## src/rtl/id_ctrl_redirect.sv

```systemverilog
// ID-stage control for the pipelined MIPS core: the IF/ID register, control-transfer
// resolution feeding fetch redirects, hazard stall detection, and saturating
// stall/flush counters.
module id_ctrl_redirect #(
   parameter int CNT_W = 16
) (
   input  logic             clk,
   input  logic             reset,
   input  logic [31:0]      Instruction_if,
   input  logic [31:0]      NextPC_if,
   input  logic [31:0]      RsData_id,
   input  logic [31:0]      RtData_id,
   input  logic             RegWrite_ex,
   input  logic             MemRead_ex,
   input  logic [4:0]       WriteReg_ex,
   input  logic             MemRead_mem,
   input  logic [4:0]       WriteReg_mem,
   output logic [31:0]      Instruction_id,
   output logic [31:0]      NextPC_id,
   output logic [4:0]       RsAddr_id,
   output logic [4:0]       RtAddr_id,
   output logic             Z,
   output logic             J,
   output logic             JR,
   output logic             PC_IFWrite,
   output logic             Stall_id,
   output logic [31:0]      JumpAddr,
   output logic [31:0]      JrAddr,
   output logic [31:0]      BranchAddr,
   output logic [CNT_W-1:0] StallCount,
   output logic [CNT_W-1:0] FlushCount
);

   localparam logic [5:0] OP_RTYPE = 6'd0;
   localparam logic [5:0] OP_J     = 6'd2;
   localparam logic [5:0] OP_JAL   = 6'd3;
   localparam logic [5:0] OP_BEQ   = 6'd4;
   localparam logic [5:0] OP_BNE   = 6'd5;
   localparam logic [5:0] OP_SW    = 6'd43;
   localparam logic [5:0] FN_JR    = 6'd8;

   logic [31:0]      instr_q, instr_d;
   logic [31:0]      npc_q, npc_d;
   logic [CNT_W-1:0] stall_cnt_q, stall_cnt_d;
   logic [CNT_W-1:0] flush_cnt_q, flush_cnt_d;

   logic [5:0] op, funct;
   logic [4:0] rs, rt;
   logic       is_beq, is_bne, is_j, is_jal, is_jr, is_rtype, is_sw;
   logic       uses_rs, uses_rt, is_ctrl;
   logic       match_ex, match_mem;
   logic       hazard, redirect;
   logic       z_raw, j_raw, jr_raw;

   // Field extraction and opcode decode of the instruction held in ID.
   always_comb begin
      op       = instr_q[31:26];
      funct    = instr_q[5:0];
      rs       = instr_q[25:21];
      rt       = instr_q[20:16];
      is_beq   = (op == OP_BEQ);
      is_bne   = (op == OP_BNE);
      is_j     = (op == OP_J);
      is_jal   = (op == OP_JAL);
      is_jr    = (op == OP_RTYPE) && (funct == FN_JR);
      is_rtype = (op == OP_RTYPE) && (funct != FN_JR);
      is_sw    = (op == OP_SW);
      uses_rs  = !(is_j || is_jal);
      uses_rt  = is_rtype || is_beq || is_bne || is_sw;
      is_ctrl  = is_beq || is_bne || is_jr;
   end

   // Hazard detection: a producer in EX/MEM whose destination is a live source here.
   // Register 0 is hard-wired, so it never creates a dependency.
   always_comb begin
      match_ex  = (WriteReg_ex != 5'd0) &&
                  (((WriteReg_ex == rs) && uses_rs) || ((WriteReg_ex == rt) && uses_rt));
      match_mem = (WriteReg_mem != 5'd0) &&
                  (((WriteReg_mem == rs) && uses_rs) || ((WriteReg_mem == rt) && uses_rt));
      hazard    = (MemRead_ex && match_ex) ||
                  (is_ctrl && RegWrite_ex && match_ex) ||
                  (is_ctrl && MemRead_mem && match_mem);
   end

   // Redirect resolution; suppressed while stalled so it is taken once operands are valid.
   always_comb begin
      z_raw    = (is_beq && (RsData_id == RtData_id)) || (is_bne && (RsData_id != RtData_id));
      j_raw    = is_j || is_jal;
      jr_raw   = is_jr;
      redirect = !hazard && (z_raw || j_raw || jr_raw);
   end

   // Next-state for the IF/ID register (stall beats flush beats load) and the counters.
   always_comb begin
      instr_d     = Instruction_if;
      npc_d       = NextPC_if;
      stall_cnt_d = stall_cnt_q;
      flush_cnt_d = flush_cnt_q;
      if (hazard) begin
         instr_d = instr_q;
         npc_d   = npc_q;
         if (stall_cnt_q != '1) begin
            stall_cnt_d = stall_cnt_q + 1'b1;
         end
      end else if (redirect) begin
         instr_d = 32'd0;
         npc_d   = 32'd0;
         if (flush_cnt_q != '1) begin
            flush_cnt_d = flush_cnt_q + 1'b1;
         end
      end
   end

   // IF/ID pipeline register and performance counters.
   always_ff @(posedge clk or posedge reset) begin
      if (reset) begin
         instr_q     <= 32'd0;
         npc_q       <= 32'd0;
         stall_cnt_q <= '0;
         flush_cnt_q <= '0;
      end else begin
         instr_q     <= instr_d;
         npc_q       <= npc_d;
         stall_cnt_q <= stall_cnt_d;
         flush_cnt_q <= flush_cnt_d;
      end
   end

   assign Instruction_id = instr_q;
   assign NextPC_id      = npc_q;
   assign RsAddr_id      = rs;
   assign RtAddr_id      = rt;
   assign Z              = z_raw && !hazard;
   assign J              = j_raw && !hazard;
   assign JR             = jr_raw && !hazard;
   assign PC_IFWrite     = !hazard;
   assign Stall_id       = hazard;
   assign BranchAddr     = npc_q + {{14{instr_q[15]}}, instr_q[15:0], 2'b00};
   assign JumpAddr       = {npc_q[31:28], instr_q[25:0], 2'b00};
   assign JrAddr         = RsData_id;
   assign StallCount     = stall_cnt_q;
   assign FlushCount     = flush_cnt_q;

endmodule

```

## config.mk

```make
export PLATFORM = sky130hd
export DESIGN_NAME = id_ctrl_redirect
export DESIGN_NICKNAME = d
export VERILOG_FILES = /design/src/rtl/id_ctrl_redirect.sv
export SDC_FILE = /design/constraint.sdc
export NUM_CORES = 1
export LEC_CHECK = 0
export BUFFER_PORTS_ARGS = -buffer_cell sky130_fd_sc_hd__buf_2
export CORE_UTILIZATION = 32
export CTS_CLUSTER_DIAMETER = 60
export CTS_CLUSTER_SIZE = 20
export DETAILED_ROUTE_END_ITERATION = 12
export MAX_ROUTING_LAYER = met4
export PLACE_DENSITY_LB_ADDON = 0.2
export SYNTH_ARGS = -nofsm -noshare
export SYNTH_HDL_FRONTEND = slang
export SYNTH_SLANG_ARGS = --single-unit
```

## constraint.sdc

```tcl
create_clock -name clk -period 3.1 [get_ports clk]
set_input_delay 0.155 -clock clk [delete_from_list [all_inputs] [get_ports clk]]
set_output_delay 0.155 -clock clk [all_outputs]
set_load 0.05 [all_outputs]
```

==> results.ini, run 1 <==
[global_routing]
grt_pass1_vias=5923
grt_overflow=0
grt_max_degree=71
grt_antenna_before_repair=2
grt_use_total=0.204
grt_pass1_wl_um=31700

[status]
outcome=finished, violations left
violations=antenna violations, negative hold slack, negative setup slack

[logic_synthesis]
synth_top_family_by_area=compound AO/OA/AOI/OAI gates
avgSynthCellArea_sq_um=9.60
synthCells=679
synthAdderAreaFrac=0.0626
synth_compound_area_frac=0.187
yosys.cell_types.count=55
netlist_area_sq_um=6520
ys_async_sr_fraction=1.00
synth_edf_count=0
synth_xor_area_frac=0.132
synth.ff_latch_count=96
yosys_warnings=0
synth-simple-area-share=0.132
synth_top_flop_cell=dfrtp_1
muxShareOfSynthArea=0.00672
synth-seq-area-share=0.369

[timing]
rsz0062_at_grt=true
tightest_slew_ns=0.891
whs_ns=-0.00109
tns_ns=-0.203
report.final.hold_viol_count=1
fmax_ghz=0.318
relSlewSlack=0.406
fin_crit_sh=1.02
min_period_ns=3.15
final.setup.worst_slack_ns=-0.0481
setup_viol=6
clock_skew_ns=0.0152
drv_slew=0

[critical_path]
crit_required_ns=2.94
crit_type=register to primary output
crit_fanout=5
cp_top_family=compound AO/OA/AOI/OAI gates
cp.buffers_inverters=3
startpoint_type=register
cp_slowest_cell=dfrtp_2
path_common_cell=o21a_1
cpPeakStageDelay_ns=0.43
worstPathCellList=ha_4 -> inv_2 -> fa_2 -> nor2b_1 -> o21a_1 -> o21a_1 -> a41o_1 -> o21a_1 -> o211ai_1 -> buf_4 -> and4_4 -> a211oi_4 -> buf_6
cp_data_arrival_time_ns=2.99
end_kind=primary output

[finish]
nNetsFinal=1161
layoutNonFillerInstCount=1263
drive_gt1_frac=0.464
fin_util=0.459
syn_to_final_growth_pct=38.8

[power]
p_seq_frac=0.276
pwr-share-comb=0.511
swShare=0.481
p_switching_mw=2.66
peakVddDrop_v=0.000304
p_int_mw=2.87
p_per_area_nw_per_um2=611
clkPwrFrac=0.213
power_leakage_nw=4.65

[placement]
place.gp.congestion=0.872
dp_hpwl_um=16800
place_inst=1231
dp_worst_setup_slack_ns=-0.0471
portBuffers=347

[clocking]
cts_root_buf=clkbuf_16
cts_made_buffers=9
clockBufferDepth=2
clk_pin_slew_ns=0.07
cts_sinks=96
htree_levels=3
worstSkewPairLatency_ns=0.35
cts_tree=yes

[routing]
drt-wirelength-per-cell_um=16.6
route.vias.total=6233
routed_via_density=4.94
first_pass_iters=4
ant_nets=1
drc_errors=0
wirelength_um=20900
drtIter0Drc=234

[die]
dieWidth_um=145
rows=51
core-area_sq_um=19700
start_util=0.331
die-height_um=145
io_pins=350
die-area_sq_um=20900

[flow_run]
cap_viol_max_count=0

[hold_path]
hold_class=input port to async pin

-- area by class of cell --
class	instances	area (sq um)
Antenna cell	7	17.5
Clock buffer	9	225
Clock inverter	7	85.1
Fill cell	1925	10700
Inverter	22	85.1
Multi-Input combinational cell	467	3690
Sequential cell	96	2410
Tap cell	265	332
Timing Repair Buffer	390	2200
-- per-stage QoR --
stage / cell area [sq um] / power, mW
floorplan: 6620 / 3.59
global route: 9030 / 5.81
finish: 9040 / 5.53
global placement: 8350 / 4.21
detailed placement: 8350 / 4.21
CTS: 8870 / 5.51
-- worst reg2reg max path, cell delays in order, from the launching register on --
cell     delay [ns]
dfrtp_2        0.42
or4b_4         0.54
or4_4          0.51
nand2_2        0.11
a21oi_2        0.08
o32ai_4        0.25
buf_6          0.16
buf_6          0.14
o31a_1         0.29
mux2_2         0.37
-- cells in the mapped netlist (3+ instances only) --
cell type | count | area share
a211oi_1 | 6 | 0.0069
a21boi_0 | 3 | 0.0035
a21o_1 | 6 | 0.0069
a21oi_1 | 38 | 0.029
a22o_1 | 64 | 0.086
a31oi_1 | 4 | 0.0038
and3_1 | 10 | 0.0096
buf_1 | 6 | 0.0035
buf_2 | 3 | 0.0023
buf_4 | 76 | 0.088
clkbuf_1 | 10 | 0.0058
dfrtp_1 | 96 | 0.37
ha_1 | 31 | 0.060
inv_1 | 22 | 0.013
mux2_2 | 3 | 0.0052
nand2_1 | 28 | 0.016
nand2b_1 | 4 | 0.0038
nand3_1 | 29 | 0.022
nand4_1 | 14 | 0.013
nor2_1 | 28 | 0.016
nor2b_1 | 3 | 0.0029
nor3_1 | 13 | 0.010
nor4_1 | 13 | 0.012
o211ai_1 | 6 | 0.0069
o21a_1 | 5 | 0.0058
o21ai_0 | 19 | 0.015
o21bai_1 | 3 | 0.0035
or3_1 | 5 | 0.0048
xnor2_1 | 44 | 0.059
xor2_1 | 54 | 0.073
-- sequential cells by signal (all words and copies together) (netlist names) --
name / count
StallCount: 16
NextPC_id: 32
Instruction_id: 32
FlushCount: 16
-- power groups by stage --
stage	logic, mW	registers (mW)	clock network, mW
2_1_floorplan	1.67	1.91	0
3_3_place_gp	2.66	1.54	0
3_5_place_dp	2.67	1.55	0
4_1_cts	2.77	1.52	1.21
5_1_grt	3.00	1.54	1.27
6_report	2.82	1.53	1.18
-- logic make-up (layout without fill, tap and decap cells) --
group                      count (synthesis)  count (layout)
AOI/OAI and AO/OA                        168             168
other                                      1               9
muxes                                      4               4
buffers and inverters                    117             428
adders and majority gates                 32              32
xor gates and xnor gates                  98              98
DFF                                       96              96
and+or+nand+nor                          163             163
-- metal layers --
layer	vias up	wire, um	share of wire	GRT usage
li1	3014	-	-	-
met1	2957	9320	0.45	0.248
met2	250	10200	0.49	0.353
met3	12	1240	0.059	0.0428
met4	0	118	0.0056	0.0332
met5	-	0	0	-
-- what timing repair did --
action | 4_1_cts | 5_1_grt
hold buffers | 2 | 1
resized for setup | 48 | 35
pin swaps | 14 | 10
setup buffers | 3 | 3
endpoints found under the setup margin | 24 | 69
endpoints found under the hold margin | 2 | 1
-- placed cells by master (no fill, tap or decap), types with 6 or more instances in the layout --
cell type | Yosys | final
inv_1 | 22 | 20
a21o_1 | 6 | 6
a21oi_2 | 0 | 6
buf_2 | 3 | 329
xnor2_1 | 44 | 41
nor4_1 | 13 | 11
buf_6 | 0 | 13
nor2_1 | 28 | 25
a22o_1 | 64 | 64
nor3_1 | 13 | 12
buf_4 | 76 | 41
o211ai_1 | 6 | 6
ha_1 | 31 | 28
nand3_1 | 29 | 29
xor2_1 | 54 | 53
o21ai_0 | 19 | 14
diode_2 | 0 | 7
and3_1 | 10 | 10
a21oi_1 | 38 | 31
clkbuf_16 | 0 | 9
nand2_1 | 28 | 26
dfrtp_1 | 96 | 91
nand4_1 | 14 | 14
-- worst paths after layout --
path | start | end | slack (ns) | depth (start not counted)
max in group asynchronous | reset | Instruction_id[20]$_DFFE_PP0N_ | 2.35 | 3
setup reg to reg | Instruction_id[2]$_DFFE_PP0N_ | StallCount[1]$_DFFE_PP0P_ | 0.13 | 9
hold reg to reg | StallCount[15]$_DFFE_PP0P_ | StallCount[15]$_DFFE_PP0P_ | 0.49 | 1
min in group clk | NextPC_if[31] | NextPC_id[31]$_DFFE_PP0N_ | 0.02 | 2
hold / removal | reset | NextPC_id[26]$_DFFE_PP0N_ | -0.001 | 2
setup / recovery | Instruction_id[0]$_DFFE_PP0N_ | BranchAddr[24] | -0.05 | 13
(Power assumes the default switching activity.)
==> run 2: changes to the inputs <==
--- a/config.mk
+++ b/config.mk
@@ -6,12 +6,14 @@
 export NUM_CORES = 1
 export LEC_CHECK = 0
 export BUFFER_PORTS_ARGS = -buffer_cell sky130_fd_sc_hd__buf_2
+export CORE_MARGIN = 5
 export CORE_UTILIZATION = 32
 export CTS_CLUSTER_DIAMETER = 60
 export CTS_CLUSTER_SIZE = 20
 export DETAILED_ROUTE_END_ITERATION = 12
 export MAX_ROUTING_LAYER = met4
 export PLACE_DENSITY_LB_ADDON = 0.2
+export SKIP_CTS_REPAIR_TIMING = 1
 export SYNTH_ARGS = -nofsm -noshare
 export SYNTH_HDL_FRONTEND = slang
 export SYNTH_SLANG_ARGS = --single-unit
==> results.ini, run 2 (synthesis gave the netlist of run 1 again) <==
[finish]
syn_to_final_growth_pct=40.1
layout_common_cells=331 x buf_2, 91 x dfrtp_1, 64 x a22o_1, 53 x xor2_1, 41 x xnor2_1
fin_util=0.453  ; -0.00581
drive_gt1_frac=0.465  ; +0.000682
nFillCells=1990  ; +3.4%
layoutNonFillerInstCount=1276  ; +1.0%
nNetsFinal=1166  ; +0.43%
layout_commonest_cell=buf_2

[critical_path]
crit_required_ns=2.94  ; about the same
worstPathCellList=ha_4 -> inv_2 -> fa_2 -> nor2b_1 -> o21a_1 -> o21a_1 -> a41o_1 -> o21a_1 -> o211ai_1 -> buf_4 -> o311a_4 -> nor3_4 -> buf_6
end_kind=primary output
cpPeakStageDelay_ns=0.39  ; -0.04 ns
path_common_cell=o21a_1
startpoint_type=register
cp_slowest_cell=dfrtp_2
crit_fanout=4  ; -1
cp_top_family=compound AO/OA/AOI/OAI gates
r2r_setup_slack_ns=0.07  ; -0.06 ns
crit_type=register to primary output
cp.buffers_inverters=3  ; unchanged
cp_data_arrival_time_ns=3.12  ; +0.13 ns

[clocking]
cts_tree=yes
cts_root_buf=clkbuf_16
htree_levels=3  ; unchanged
worstSkewPairLatency_ns=0.35  ; about the same
clk_pin_slew_ns=0.07  ; about the same
cts_made_buffers=9  ; unchanged
cts_sinks=96  ; unchanged
clockBufferDepth=2  ; unchanged

[die]
die-area_sq_um=23300  ; +11%
rows=52  ; +2.0%
core-area_sq_um=20200  ; +2.3%
dieWidth_um=153  ; +5.5%
io_pins=350  ; unchanged
die-height_um=153  ; +5.5%
start_util=0.323  ; -0.00740

[timing]
fmax_ghz=0.305  ; -3.9%
tightest_slew_ns=0.723  ; -0.167 ns
rsz0062_at_grt=true
relSlewSlack=0.518  ; +0.112
drv_slew=0  ; unchanged
setup_viol=6  ; unchanged
min_period_ns=3.27  ; +0.127 ns
report.final.hold_viol_count=0  ; -1
fin_crit_sh=1.06  ; +0.0409
final.setup.worst_slack_ns=-0.175  ; -0.127 ns
clock_skew_ns=0.0103  ; -0.00483 ns

[flow_run]
cap_viol_max_count=0  ; unchanged

[routing]
drtIter0Drc=222  ; -5.1%
route.vias.total=6272  ; +0.63%
routed_via_density=4.92  ; -0.40%
first_pass_iters=4  ; unchanged
drt-wirelength-per-cell_um=17.5  ; +6.0%
wirelength_um=22400  ; +7.1%
drc_errors=0  ; unchanged
ant_nets=0  ; -1

[status]
outcome=finished, violations left
violations=negative setup slack

[power]
power_leakage_nw=4.67  ; +0.51%
peakVddDrop_v=0.000364  ; +20%
p_per_area_nw_per_um2=592  ; -3.2%

[placement]
place.gp.congestion=0.890  ; +2.1%
portBuffers=347  ; unchanged
dp_hpwl_um=17700  ; +5.1%
place_inst=1231  ; unchanged
dp_worst_setup_slack_ns=-0.0435  ; +0.00367 ns

[hold_path]
hold_class=input port to register

[global_routing]
grt_antenna_before_repair=9  ; +7
grt_max_degree=56  ; -21%
grt_pass1_vias=6174  ; +4.2%
grt_use_total=0.181  ; -0.0237
grt_overflow=0  ; unchanged
grt_pass1_wl_um=33200  ; +4.5%

[run 2: cell types whose count changed in the layout (fill, tap and decap cells not counted), sizes merged]
cell | previous run | this run
clkbuf | 10 | 15
clkinv | 2 | 1
buf | 386 | 388
diode | 7 | 10
clkinvlp | 0 | 4
dlygate4sd3 | 3 | 1
inv | 26 | 24
bufinv | 1 | 0
[run 2: worst paths after layout]
kind                            cells after the start                           from                          to
worst max-delay path                               13  Instruction_id[0]$_DFFE_PP0N_              BranchAddr[30]
worst min-delay path                                2                  NextPC_if[25]   NextPC_id[25]$_DFFE_PP0N_
worst max register to register                     10  Instruction_id[2]$_DFFE_PP0N_   StallCount[1]$_DFFE_PP0P_
worst min register to register                      1      StallCount[9]$_DFFE_PP0P_   StallCount[9]$_DFFE_PP0P_
max in group asynchronous                           4                          reset  StallCount[13]$_DFFE_PP0P_
min in group asynchronous                           3                          reset   NextPC_id[27]$_DFFE_PP0N_
[run 2: layout make-up]
cell class                      instances  area, sq um  area share
Clock inverter                          7         55.1     0.00603
Inverter                               22         85.1     0.00932
Tap cell                              270          338      0.0370
Antenna cell                           10         25.0     0.00274
Multi-Input combinational cell        467         3670       0.401
Sequential cell                        96         2410       0.264
Clock buffer                            9          225      0.0247
Timing Repair Buffer                  395         2330       0.255
[run 2: where the power goes]
| group | switching [mW] | internal [mW] |
|---|---|---|
| combinational | 1.97 | 0.845 |
| clock | 0.522 | 0.551 |
| sequential | 0.153 | 1.37 |
| total | 2.64 | 2.76 |
[run 2: per-stage QoR]
stage	power, mW	setup TNS [ns]	instance area (sq um)	hold WS (ns)
floorplan	3.59	-0.00908	6620	0.288
global placement	4.21	0	8330	0.341
detailed placement	4.22	-0.0435	8330	0.336
CTS	5.32	-3.12	8610	-0.0500
global route	5.67	-1.72	9130	0.00498
finish	5.40	-0.515	9130	0.0165
[run 2: routing by layer]
layer | global-route usage | routed length, um
met1 | 0.210 | 9380
met2 | 0.309 | 11200
met3 | 0.0537 | 1620
met4 | 0.0420 | 240
met5 | - | 0
==> run 3: changes to the inputs <==
--- a/config.mk
+++ b/config.mk
@@ -12,7 +12,7 @@
 export CTS_CLUSTER_SIZE = 20
 export DETAILED_ROUTE_END_ITERATION = 12
 export MAX_ROUTING_LAYER = met4
-export PLACE_DENSITY_LB_ADDON = 0.2
+export PLACE_DENSITY = 0.61
 export SKIP_CTS_REPAIR_TIMING = 1
 export SYNTH_ARGS = -nofsm -noshare
 export SYNTH_HDL_FRONTEND = slang
==> results.ini, run 3 (synthesis gave the netlist of run 1 again) <==
[status]
outcome=finished, violations left
violations=negative setup slack

[timing]
final.setup.worst_slack_ns=-0.206  ; -0.0317 ns
relSlewSlack=0.514  ; -0.00423
setup_viol=5  ; -1
fmax_ghz=0.302  ; -0.96%
drv_slew=0  ; unchanged
min_period_ns=3.31  ; +0.0317 ns
rsz0062_at_grt=true
whs_ns=0.0148  ; -0.00166 ns
clock_skew_ns=0.0169  ; +0.00657 ns
report.final.hold_viol_count=0  ; unchanged
fin_crit_sh=1.07  ; +0.0102
tightest_slew_ns=0.729  ; +0.00634 ns
tns_ns=-0.744  ; -0.228 ns

[power]
p_int_mw=2.82  ; +2.1%
pwr-share-comb=0.516  ; -0.004
power_leakage_nw=4.76  ; +1.9%
p_switching_mw=2.71  ; +2.7%
p_seq_frac=0.273  ; -0.008
swShare=0.490  ; +0.00134
peakVddDrop_v=0.000346  ; -4.9%
clkPwrFrac=0.211  ; +0.012
p_per_area_nw_per_um2=598  ; +1.0%

[clocking]
cts_made_buffers=9  ; unchanged
clk_pin_slew_ns=0.08  ; about the same
clockBufferDepth=2  ; unchanged
cts_root_buf=clkbuf_16
cts_sinks=96  ; unchanged
worstSkewPairLatency_ns=0.36  ; about the same
htree_levels=3  ; unchanged
cts_tree=yes

[critical_path]
crit_fanout=5  ; +1
r2r_end=StallCount[9]$_DFFE_PP0P_
ff2ff_path_depth=9  ; -1
cp_data_arrival_time_ns=3.15  ; +0.03 ns
startpoint_type=register
timing.rr.start=Instruction_id[2]$_DFFE_PP0N_
r2r_setup_slack_ns=0.12  ; +0.05 ns
cp_slowest_cell=dfrtp_2
worstPathCellList=ha_4 -> inv_2 -> fa_2 -> nor2b_1 -> o21a_1 -> o21a_1 -> a41o_1 -> o21a_1 -> o211ai_1 -> buf_4 -> o311a_4 -> nor3_4 -> buf_6
end_kind=primary output
cpPeakStageDelay_ns=0.39  ; about the same
crit_type=register to primary output
crit_path_end=BranchAddr[30]
cp-startpoint=Instruction_id[0]$_DFFE_PP0N_
crit_required_ns=2.94  ; about the same
path_common_cell=o21a_1

[die]
rows=52  ; unchanged
core-area_sq_um=20200  ; unchanged
die-height_um=153  ; unchanged
die-area_sq_um=23300  ; unchanged
start_util=0.323  ; unchanged
dieWidth_um=153  ; unchanged
io_pins=350  ; unchanged

[finish]
layout_common_cells=331 x buf_2, 91 x dfrtp_1, 64 x a22o_1, 53 x xor2_1, 46 x buf_4
nNetsFinal=1177  ; +0.94%
layoutNonFillerInstCount=1281  ; +0.39%
syn_to_final_growth_pct=42.0
drive_gt1_frac=0.469  ; +0.00386
finalInstanceArea_sq_um=9260  ; +1.3%
layout_commonest_cell=buf_2

[global_routing]
grt_overflow=0  ; unchanged
grt_pass1_vias=6389  ; +3.5%
grt_pass1_wl_um=34600  ; +4.4%
grt_max_degree=55  ; -1.8%
grt_use_total=0.189  ; +0.00831
grt_antenna_before_repair=4  ; -5

[placement]
dp_worst_setup_slack_ns=-0.00100  ; +0.0424 ns
dp_hpwl_um=18000  ; +1.7%
placed_cell_area_sq_um=8440  ; +1.4%
place_inst=1243  ; +0.97%
place.gp.congestion=0.892  ; +0.27%
portBuffers=347  ; unchanged

[routing]
drtIter0Drc=215  ; -3.2%
routed_via_density=4.86  ; -1.1%
drc_errors=0  ; unchanged
wirelength_um=22400  ; about the same
first_pass_iters=4  ; unchanged
drt-wirelength-per-cell_um=17.5  ; -0.40%
ant_nets=0  ; unchanged
route.vias.total=6225  ; -0.75%

[flow_run]
cap_viol_max_count=0  ; unchanged

[hold_path]
hold_class=input port to register
min_from=NextPC_if[24]

-- run 3: cell types whose count changed in the layout (fill, tap and decap cells not counted), moves of 3 or more --
cell / before / now
o21ai_1: 2 / 5
clkinvlp_4: 4 / 0
clkinv_8: 0 / 4
a21oi_2: 2 / 5
nor2_1: 23 / 26
nor2_2: 4 / 1
diode_2: 10 / 4
o21ai_0: 16 / 12
buf_4: 37 / 46
a21oi_1: 35 / 31
-- run 3: how the worst min path moves through the flow --
stage          slack [ns]  cells past startpoint                             end
2_1_floorplan        0.29                      1   Instruction_id[0]$_DFFE_PP0N_
3_3_place_gp         0.33                      2       NextPC_id[26]$_DFFE_PP0N_
3_5_place_dp         0.34                      2       NextPC_id[26]$_DFFE_PP0N_
4_1_cts             -0.06                      2       NextPC_id[26]$_DFFE_PP0N_
5_1_grt            0.0001                      2  Instruction_id[20]$_DFFE_PP0N_
6_report             0.01                      2       NextPC_id[24]$_DFFE_PP0N_
-- run 3: routing by layer --
metal | track usage | vias to the layer above | part of all wire
li1 | - | 3041 | -
met1 | 0.223 | 2949 | 0.41
met2 | 0.328 | 221 | 0.51
met3 | 0.0454 | 14 | 0.069
met4 | 0.0424 | 0 | 0.010
met5 | - | - | 0
-- run 3: layout make-up --
type                            count  area, sq um
Clock inverter                      7         93.8
Fill cell                        1974        10900
Clock buffer                        9          225
Timing Repair Buffer              406         2430
Antenna cell                        4         10.0
Multi-Input combinational cell    467         3660
Tap cell                          270          338
Inverter                           22         85.1
Sequential cell                    96         2410
-- run 3: critical path, delay by kind of cell, from the launching register on --
| kind | cells | cell delay [ns] |
|---|---|---|
| AOI/OAI and AO/OA | 6 | 1.26 |
| adders and majority gates | 2 | 0.49 |
| buffers and inverters | 3 | 0.42 |
| DFF | 1 | 0.39 |
| and+or+nand+nor | 2 | 0.23 |
-- run 3: power groups by stage --
stage                     Combinational [mW]  Clock (mW)  Sequential, mW
after floorplan                         1.67           0            1.91
after global placement                  2.70           0            1.53
after detailed placement                2.71           0            1.54
after CTS                               2.72        1.21            1.51
after global routing                    3.03        1.27            1.54
final                                   2.85        1.17            1.51
-- run 3: metrics by stage --
step	util	power [mW]
2_1_floorplan	-	3.59
3_3_place_gp	0.419	4.24
3_5_place_dp	0.419	4.25
4_1_cts	0.434	5.44
5_1_grt	0.459	5.83
6_report	0.459	5.53
